$ cat src/rtl/muldiv_seq.sv
// Iterative unsigned multiply/divide sequencer that borrows the execute-stage ALU.
// Shift-add multiply and restoring divide, one bit per cycle, valid/ready on both sides.
`ifndef WIDTH
`define WIDTH 32
`endif
`ifndef ALU_OP_LEN
`define ALU_OP_LEN 4
`endif
`ifndef ALU_COPY_A
`define ALU_COPY_A 4'd0
`endif
`ifndef ALU_ADD
`define ALU_ADD 4'd1
`endif
`ifndef ALU_SUB
`define ALU_SUB 4'd2
`endif

module muldiv_seq #(
  parameter int WIDTH = `WIDTH,
  localparam int CNT_W = $clog2(WIDTH) + 1
) (
  input  logic                   clk,
  input  logic                   rst_n,
  input  logic                   req_valid,
  output logic                   req_ready,
  input  logic [1:0]             req_op,
  input  logic [WIDTH-1:0]       req_a,
  input  logic [WIDTH-1:0]       req_b,
  output logic                   resp_valid,
  input  logic                   resp_ready,
  output logic [WIDTH-1:0]       resp_data,
  output logic                   resp_dbz,
  output logic [WIDTH-1:0]       alu_a,
  output logic [WIDTH-1:0]       alu_b,
  output logic [`ALU_OP_LEN-1:0] alu_op,
  input  logic [WIDTH-1:0]       alu_out
);

  typedef enum logic [1:0] {IDLE, BUSY, DONE} state_t;

  localparam logic [1:0] OP_MUL   = 2'b00;
  localparam logic [1:0] OP_MULHU = 2'b01;
  localparam logic [1:0] OP_DIVU  = 2'b10;

  state_t           state_reg, state_next;
  logic [1:0]       op_reg, op_next;
  // acc: hi (multiply) / rem (divide); shf: lo / q; opd: mc / dv
  logic [WIDTH-1:0] acc_reg, acc_next;
  logic [WIDTH-1:0] shf_reg, shf_next;
  logic [WIDTH-1:0] opd_reg, opd_next;
  logic [CNT_W-1:0] cnt_reg, cnt_next;
  logic             dbz_reg, dbz_next;

  logic [WIDTH-1:0] sum;
  logic             carry;
  logic [WIDTH-1:0] sh;
  logic             ge;

  always_ff @(posedge clk) begin
    if (!rst_n) begin
      state_reg <= IDLE;
      op_reg    <= '0;
      acc_reg   <= '0;
      shf_reg   <= '0;
      opd_reg   <= '0;
      cnt_reg   <= '0;
      dbz_reg   <= 1'b0;
    end else begin
      state_reg <= state_next;
      op_reg    <= op_next;
      acc_reg   <= acc_next;
      shf_reg   <= shf_next;
      opd_reg   <= opd_next;
      cnt_reg   <= cnt_next;
      dbz_reg   <= dbz_next;
    end
  end

  always_comb begin
    state_next = state_reg;
    op_next    = op_reg;
    acc_next   = acc_reg;
    shf_next   = shf_reg;
    opd_next   = opd_reg;
    cnt_next   = cnt_reg;
    dbz_next   = dbz_reg;
    alu_op     = `ALU_COPY_A;
    alu_a      = '0;
    alu_b      = '0;
    sum        = '0;
    carry      = 1'b0;
    sh         = '0;
    ge         = 1'b0;

    case (state_reg)
      IDLE: begin
        if (req_valid) begin
          op_next  = req_op;
          acc_next = '0;
          // Divide shifts the dividend out of shf; multiply shifts the multiplier.
          shf_next = req_op[1] ? req_a : req_b;
          opd_next = req_op[1] ? req_b : req_a;
          cnt_next = '0;
          dbz_next = req_op[1] && (req_b == '0);
          state_next = (req_op[1] && (req_b == '0)) ? DONE : BUSY;
        end
      end

      BUSY: begin
        cnt_next = cnt_reg + 1'b1;
        if (!op_reg[1]) begin
          alu_a = acc_reg;
          if (shf_reg[0]) begin
            alu_op = `ALU_ADD;
            alu_b  = opd_reg;
            sum    = alu_out;
            carry  = (alu_out < acc_reg);
          end else begin
            sum    = acc_reg;
            carry  = 1'b0;
          end
          acc_next = {carry, sum[WIDTH-1:1]};
          shf_next = {sum[0], shf_reg[WIDTH-1:1]};
        end else begin
          sh     = {acc_reg[WIDTH-2:0], shf_reg[WIDTH-1]};
          alu_op = `ALU_SUB;
          alu_a  = sh;
          alu_b  = opd_reg;
          ge     = acc_reg[WIDTH-1] | !(sh < opd_reg);
          acc_next = ge ? alu_out : sh;
          shf_next = {shf_reg[WIDTH-2:0], ge};
        end
        if (cnt_reg == CNT_W'(WIDTH - 1)) begin
          state_next = DONE;
        end
      end

      DONE: begin
        if (resp_ready) begin
          state_next = IDLE;
        end
      end

      default: state_next = IDLE;
    endcase
  end

  always_comb begin
    resp_data = '0;
    if (state_reg == DONE) begin
      case (op_reg)
        OP_MUL:   resp_data = shf_reg;
        OP_MULHU: resp_data = acc_reg;
        OP_DIVU:  resp_data = dbz_reg ? '1 : shf_reg;
        default:  resp_data = dbz_reg ? shf_reg : acc_reg;
      endcase
    end
  end

  // Gated with rst_n so nothing is accepted while reset is held.
  assign req_ready  = (state_reg == IDLE) && rst_n;
  assign resp_valid = (state_reg == DONE);
  assign resp_dbz   = (state_reg == DONE) && dbz_reg;

endmodule

$ cat config.mk
export PLATFORM = sky130hd
export DESIGN_NAME = muldiv_seq
export DESIGN_NICKNAME = d
export VERILOG_FILES = /design/src/rtl/muldiv_seq.sv
export SDC_FILE = /design/constraint.sdc
export NUM_CORES = 1
export LEC_CHECK = 0
export CORE_ASPECT_RATIO = 1.2
export CORE_UTILIZATION = 30
export DETAILED_ROUTE_END_ITERATION = 8
export PLACE_DENSITY = 0.62
export RECOVER_POWER = 25
export SLEW_MARGIN = 20
export SYNTH_ARGS = -nofsm -noshare
export SYNTH_HDL_FRONTEND = slang
export SYNTH_SLANG_ARGS = --single-unit
$ cat constraint.sdc
create_clock -name clk -period 5.2 [get_ports clk]
set_input_delay 1.04 -clock clk [delete_from_list [all_inputs] [get_ports clk]]
set_output_delay 1.04 -clock clk [all_outputs]
set_load 0.05 [all_outputs]
-- Yosys cells after proc, flatten, opt, wreduce, memory -nomap -nowiden
Index checks and enable logic that the tools add are counted.
- $add $sub $neg: 1
- order comparisons: 2
- equality and inequality tests: 8
- mux-type cells: 30
- bitwise gates (word level): 1
- reduce and logical (&&, ||, !) cells: 11
- operators with widths (kind ; number):
    $mux 32 ; 16
    $pmux 32 s2 ; 2
    $pmux 32 s3 ; 1
    $lt 32x32->1 ; 2
    $logic_not 32->1 ; 1
    $pmux 6 s2 ; 1
    $mux 2 ; 4
    $mux 4 ; 2
    $add 6x1->6 const B ; 1
    $eq 6x5->1 const B ; 1
    $mux 6 ; 1
    $pmux 2 s3 ; 1
    $eq 2x1->1 const B ; 2
    $eq 2x2->1 const B ; 2
    $logic_not 2->1 ; 2
    $ne 2x2->1 const B ; 2
    $reduce_and 2->1 ; 2
    $logic_and 1x1->1 ; 3
    $reduce_and 3->1 ; 1
    $mux 1 ; 2
    $ne 2x1->1 const B ; 1
    $reduce_bool 2->1 ; 1
    $logic_not 1->1 ; 1
    $or 1x1->1 ; 1
- flip-flop bits (word level): 107
- input bits: 102

-- Longest topological paths before layout
- word-level depth: 6
- gate-level depth with buffers: 10
- mapped depth without buffers: 9

-- Worst setup path before layout
OpenSTA, ideal clock, no wires.
- kind: reg-to-output
- from: register shf_reg[0]
- to: output port alu_op[0]
- data arrival time: 2.221 ns
- data required time: 4.160 ns
- slack: 1.939 ns
- stages on the path, launching flop included: 5
- path buffers: 3
- cell sequence: dfxtp_1 > clkbuf_1 > clkbuf_1 > clkbuf_1 > nor3b_1
- word-level cells in the longest chain between the ends: 3
- RTL lines (what ; RTL line ; source):
    start, declared ; 50 ; logic [WIDTH-1:0] shf_reg, shf_next;
    start signal, assigned ; 73 ; shf_reg <= shf_next;
    $mux 1 ; 114 ; if (shf_reg[0]) begin
    $mux 4 ; 112 ; if (!op_reg[1]) begin
    $mux 4 ; 96 ; case (state_reg)
    end, declared ; 36 ; output logic [`ALU_OP_LEN-1:0] alu_op,
No other way between the ends.

-- Worst setup path in the final report
- from: register op_reg[1]
- to: output port resp_data[20]
- word-level cells in the longest chain between the ends: 3
- elaborated cells between the ends (all ways): 5
- classes of those cells: 2 x eq/ne; 2 x mux; 1 x reduce/logical
- RTL lines (what ; RTL line ; source):
    start, declared ; 47 ; logic [1:0] op_reg, op_next;
    start signal, assigned ; 71 ; op_reg <= op_next;
    $eq 2x2->1 (tied with other cells) ; 152 ; case (op_reg)
    $pmux 32 s3 * ; 152 ;
    $mux 32 * ; 151 ; if (state_reg == DONE) begin
    end, declared ; 32 ; output logic [WIDTH-1:0] resp_data,
Mark *: on every way between the ends. The rest lies on a longest branch, timed or not.

==> summary.txt <==
Synth
  • Seq cells post-synth: 107
  • Avg Inst Size Synth: 7.67 um^2
  • Async SR Flop Fraction: 0%
  • Sequential share of the synthesized area: 24.2%
  • Post-Synth Adder-Cell Area: 8.91%
  • Yosys warns: 0
  • Synthesized area: 0.00885 mm^2
  • Largest cells by area after synthesis: dfxtp_1, mux2i_1, ha_1
  • Number of synthesized flops with an enable pin: 0
  • Largest family of logic cells by synthesized area: compound AO/OA/AOI/OAI gates
  • Mux cell area share after synthesis: 18.1%
  • Xor and xnor area share after synthesis: 0.0990%
  • Simple-Gate Fraction of Synth Area: 17.7%
  • Cell variety after synth: 50
  • Yosys top cell area share: 24.2%
  • Top_reg_cell synth: dfxtp_1
  • Mapped Cells: 1154
  • Largest area contributor in the netlist: dfxtp_1
  • Compound-cell area share of the yosys netlist: 23.6%

Hold path
  • Worst Hold Path EP: opd_reg[24]$_SDFFE_PN0P_
  • Min-delay src: opd_reg[24]$_SDFFE_PN0P_
  • Hold Path Depth: 1
  • Worst hold path class: flop to flop

Power and ir drop
  • Comb power frac: 32.6%
  • Switching Share: 36.3%
  • Max VDD drop: 0.174 mV
  • Part of the power in the clock network: 29.9%
  • Tot Pwr: 2.63 mW
  • Int Power: 1.68 mW
  • Sequential group share of total power: 37.5%
  • Cell Pwr Density: 231 mW/mm^2
  • Leak pwr: 4.83 nW
  • NetSw: 955 uW

Cells and area
  • Final non-filler cell total: 1678
  • Share of cells above drive strength 1: 3.25%
  • Register area: 0.00215 mm^2
  • Fill cell count: 3021
  • Multi-input logic area: 0.00610 mm^2
  • Area growth syn-to-layout: 29.0%
  • Nets: 1452

Route
  • Antenna-violating nets left: 0
  • WL met3: 1.09 mm
  • DR pass1 iterations: 4
  • Max layer used: met4
  • Final wirelength: 31.4 mm
  • Drc violations: 0
  • DRT met1 WL: 14.2 mm
  • DR vias/cell: 5.34
  • DR vias: 8964
  • Routed wire per std cell: 18.7 um
  • Initial DRC Count: 579
  • Met2 wire length: 14.9 mm

STA
  • Setup ws final: 0.958 ns
  • Final worst-path cycle share: 81.6%
  • Sum Neg Setup Slack: 0 ns
  • Fmax: 0.236 GHz
  • Setup Skew: 0.00839 ns
  • Clock period minus final worst setup slack: 4.24 ns
  • Final hold vios: 0
  • RSZ-0062 raised after global routing: no
  • Relative slew slack: -50.6%
  • Hold Slack: 0.502 ns
  • Least-Margin Pin Slew: 2.26 ns
  • Final setup viols: 0
  • Fin. max-slew vios: 112

Floorplan
  • Die Span X: 159 um
  • Die area: 0.0302 mm^2
  • Core ar.: 0.0289 mm^2
  • Initial core utilization: 30.6%
  • Site Rows: 68
  • Chip height: 190 um
  • # IOs: 205

Worst setup path
  • FF-to-FF Start: state_reg[0]$_SDFFE_PN0P_
  • Delay-heaviest family, CP: buffers and inverters
  • CP endpoint kind: output port
  • CP bufs+invs: 2
  • R2R setup slack: 1.94 ns
  • CP Max Fanout: 40
  • CP max stage cell: clkdlybuf4s50_1
  • Largest stage delay, worst path: 0.82 ns
  • CP Data Arrival Time: 3.20 ns
  • Crit Reg-Reg Endpoint: op_reg[0]$_SDFFE_PN0P_
  • CP Launch Type: flop
  • Worst path required time: 4.16 ns
  • Critical Path, Cell by Cell: nand2_1 -> xnor2_2 -> buf_4 -> o22ai_1 -> nor2_1 -> clkdlybuf4s50_1
  • Setup CP Type: flop to output port
  • Worst reg-to-reg path cell count: 5
  • Crit path from: op_reg[1]$_SDFFE_PN0P_

Global route
  • First-pass GRT wire length: 48.2 mm
  • Pin count of the biggest net entering global routing: 79
  • Global route overflow: 0
  • Initial antenna violation count: 1
  • Vias in the first global route: 8415
  • GR Util All Layers: 20.4%

Clocking
  • Clock slew at reported path FFs: 0.08 ns
  • CTS Buf Count: 9
  • H-tree depth: 3
  • TritonCTS clock tree: yes
  • Clock root cell: clkbuf_16
  • Cts-stage hold buffer count: 0
  • CTS Sinks: 107
  • Setup repair bufs after CTS: 0
  • Post-CTS sizing: 0
  • Clock insertion delay at the later pin of the skew report: 0.36 ns
  • CTS Buffer Depth: 2

Job
  • Max-cap violations: 2

Placement
  • Dpl cells: 1661
  • Count of input and output buffers: 202
  • GP Congestion: 0.854
  • Setup WS pre-CTS: 1.36 ns
  • DPL Wire Length: 23.0 mm

Status
  • Violated checks: max-capacitance violations, max-slew violations
  • Status: finished with violations
## cell families after synthesis
family | count (synthesis)
AOI/OAI and AO/OA | 298
muxes | 160
xor gates and xnor gates | 1
buffers and inverters | 159
DFF | 107
other | 1
and+or+nand+nor | 365
adders and majority gates | 63
## cell usage after synthesis, types with 2 or more instances
master     count
nand2_1      175
mux2i_1      160
dfxtp_1      107
nor2_1       103
o21ai_0       78
clkbuf_1      74
ha_1          63
inv_1         63
o211a_1       62
a211oi_1      34
nor3_1        33
o22ai_1       31
a31oi_1       30
a21oi_1       24
buf_1         13
nand4_1       10
and2_1         8
nor4_1         7
a21boi_0       6
nand3_1        6
nor3b_1        6
o21ai_1        6
a21o_1         4
buf_2          4
nand2b_1       4
nor2b_1        4
a32oi_1        3
and4_1         3
buf_8          3
o21a_1         3
o21bai_1       3
a2111oi_0      2
buf_4          2
nor4b_1        2
o211ai_1       2
or3_1          2
## metrics by stage
step / instance area [um^2] / utilization, %
4_1_cts: 11400 / 39.5
6_report: 11400 / 39.5
5_1_grt: 11400 / 39.5
3_5_place_dp: 11100 / 38.4
2_1_floorplan: 8850 / -
3_3_place_gp: 11100 / 38.4
## worst max path at each step
stage | slack (ns) | endpoint | cells past startpoint
2_1_floorplan | 1.94 | alu_op[0] | 4
3_3_place_gp | 1.44 | resp_data[0] | 6
3_5_place_dp | 1.36 | resp_data[0] | 6
4_1_cts | 0.95 | resp_data[0] | 6
5_1_grt | 0.76 | resp_data[9] | 6
6_report | 0.96 | resp_data[20] | 6
## power groups by stage
stage                     combinational, mW  sequential (mW)  clock [mW]
after floorplan                       0.612            0.956           0
after global placement                0.844             1.01           0
after detailed placement              0.858             1.00           0
after CTS                             0.862            0.985       0.811
after global routing                  0.942            0.997       0.833
final                                 0.858            0.987       0.787
## layer usage
| layer | global-route usage, % | vias up |
|---|---|---|
| met1 | 26.2 | 4275 |
| met3 | 2.11 | 48 |
| met4 | 9.30 | 0 |
| met2 | 34.5 | 231 |
| met5 | 0 | - |
| li1 | - | 4410 |
## layout make-up
cell class / instances / share of cell area, %
clock inverters: 6 / 0.822
well taps: 385 / 4.22
clock buffers: 10 / 2.01
flip-flops and latches: 107 / 18.8
diodes: 1 / 0.0219
inverters: 63 / 2.07
repair buffers: 217 / 18.6
multi-input cells: 889 / 53.4
## layout by cell type, fill, tap and decap left out, types with 4 or more instances in the layout
cell,instances
a211oi_1,34
clkdlybuf4s50_1,199
nor3_1,33
a21boi_0,6
nor2_1,102
o21ai_0,78
a21oi_1,24
mux2i_1,160
ha_1,63
clkbuf_16,9
nand2_1,175
inv_1,63
a31oi_1,30
o211a_1,62
dfxtp_1,105
nor4_1,7
o22ai_1,31
nor3b_1,6
nand4_1,10
nand3_1,6
and2_1,5
buf_4,16
a21o_1,4
o21ai_1,6
(Power assumes the default switching activity.)
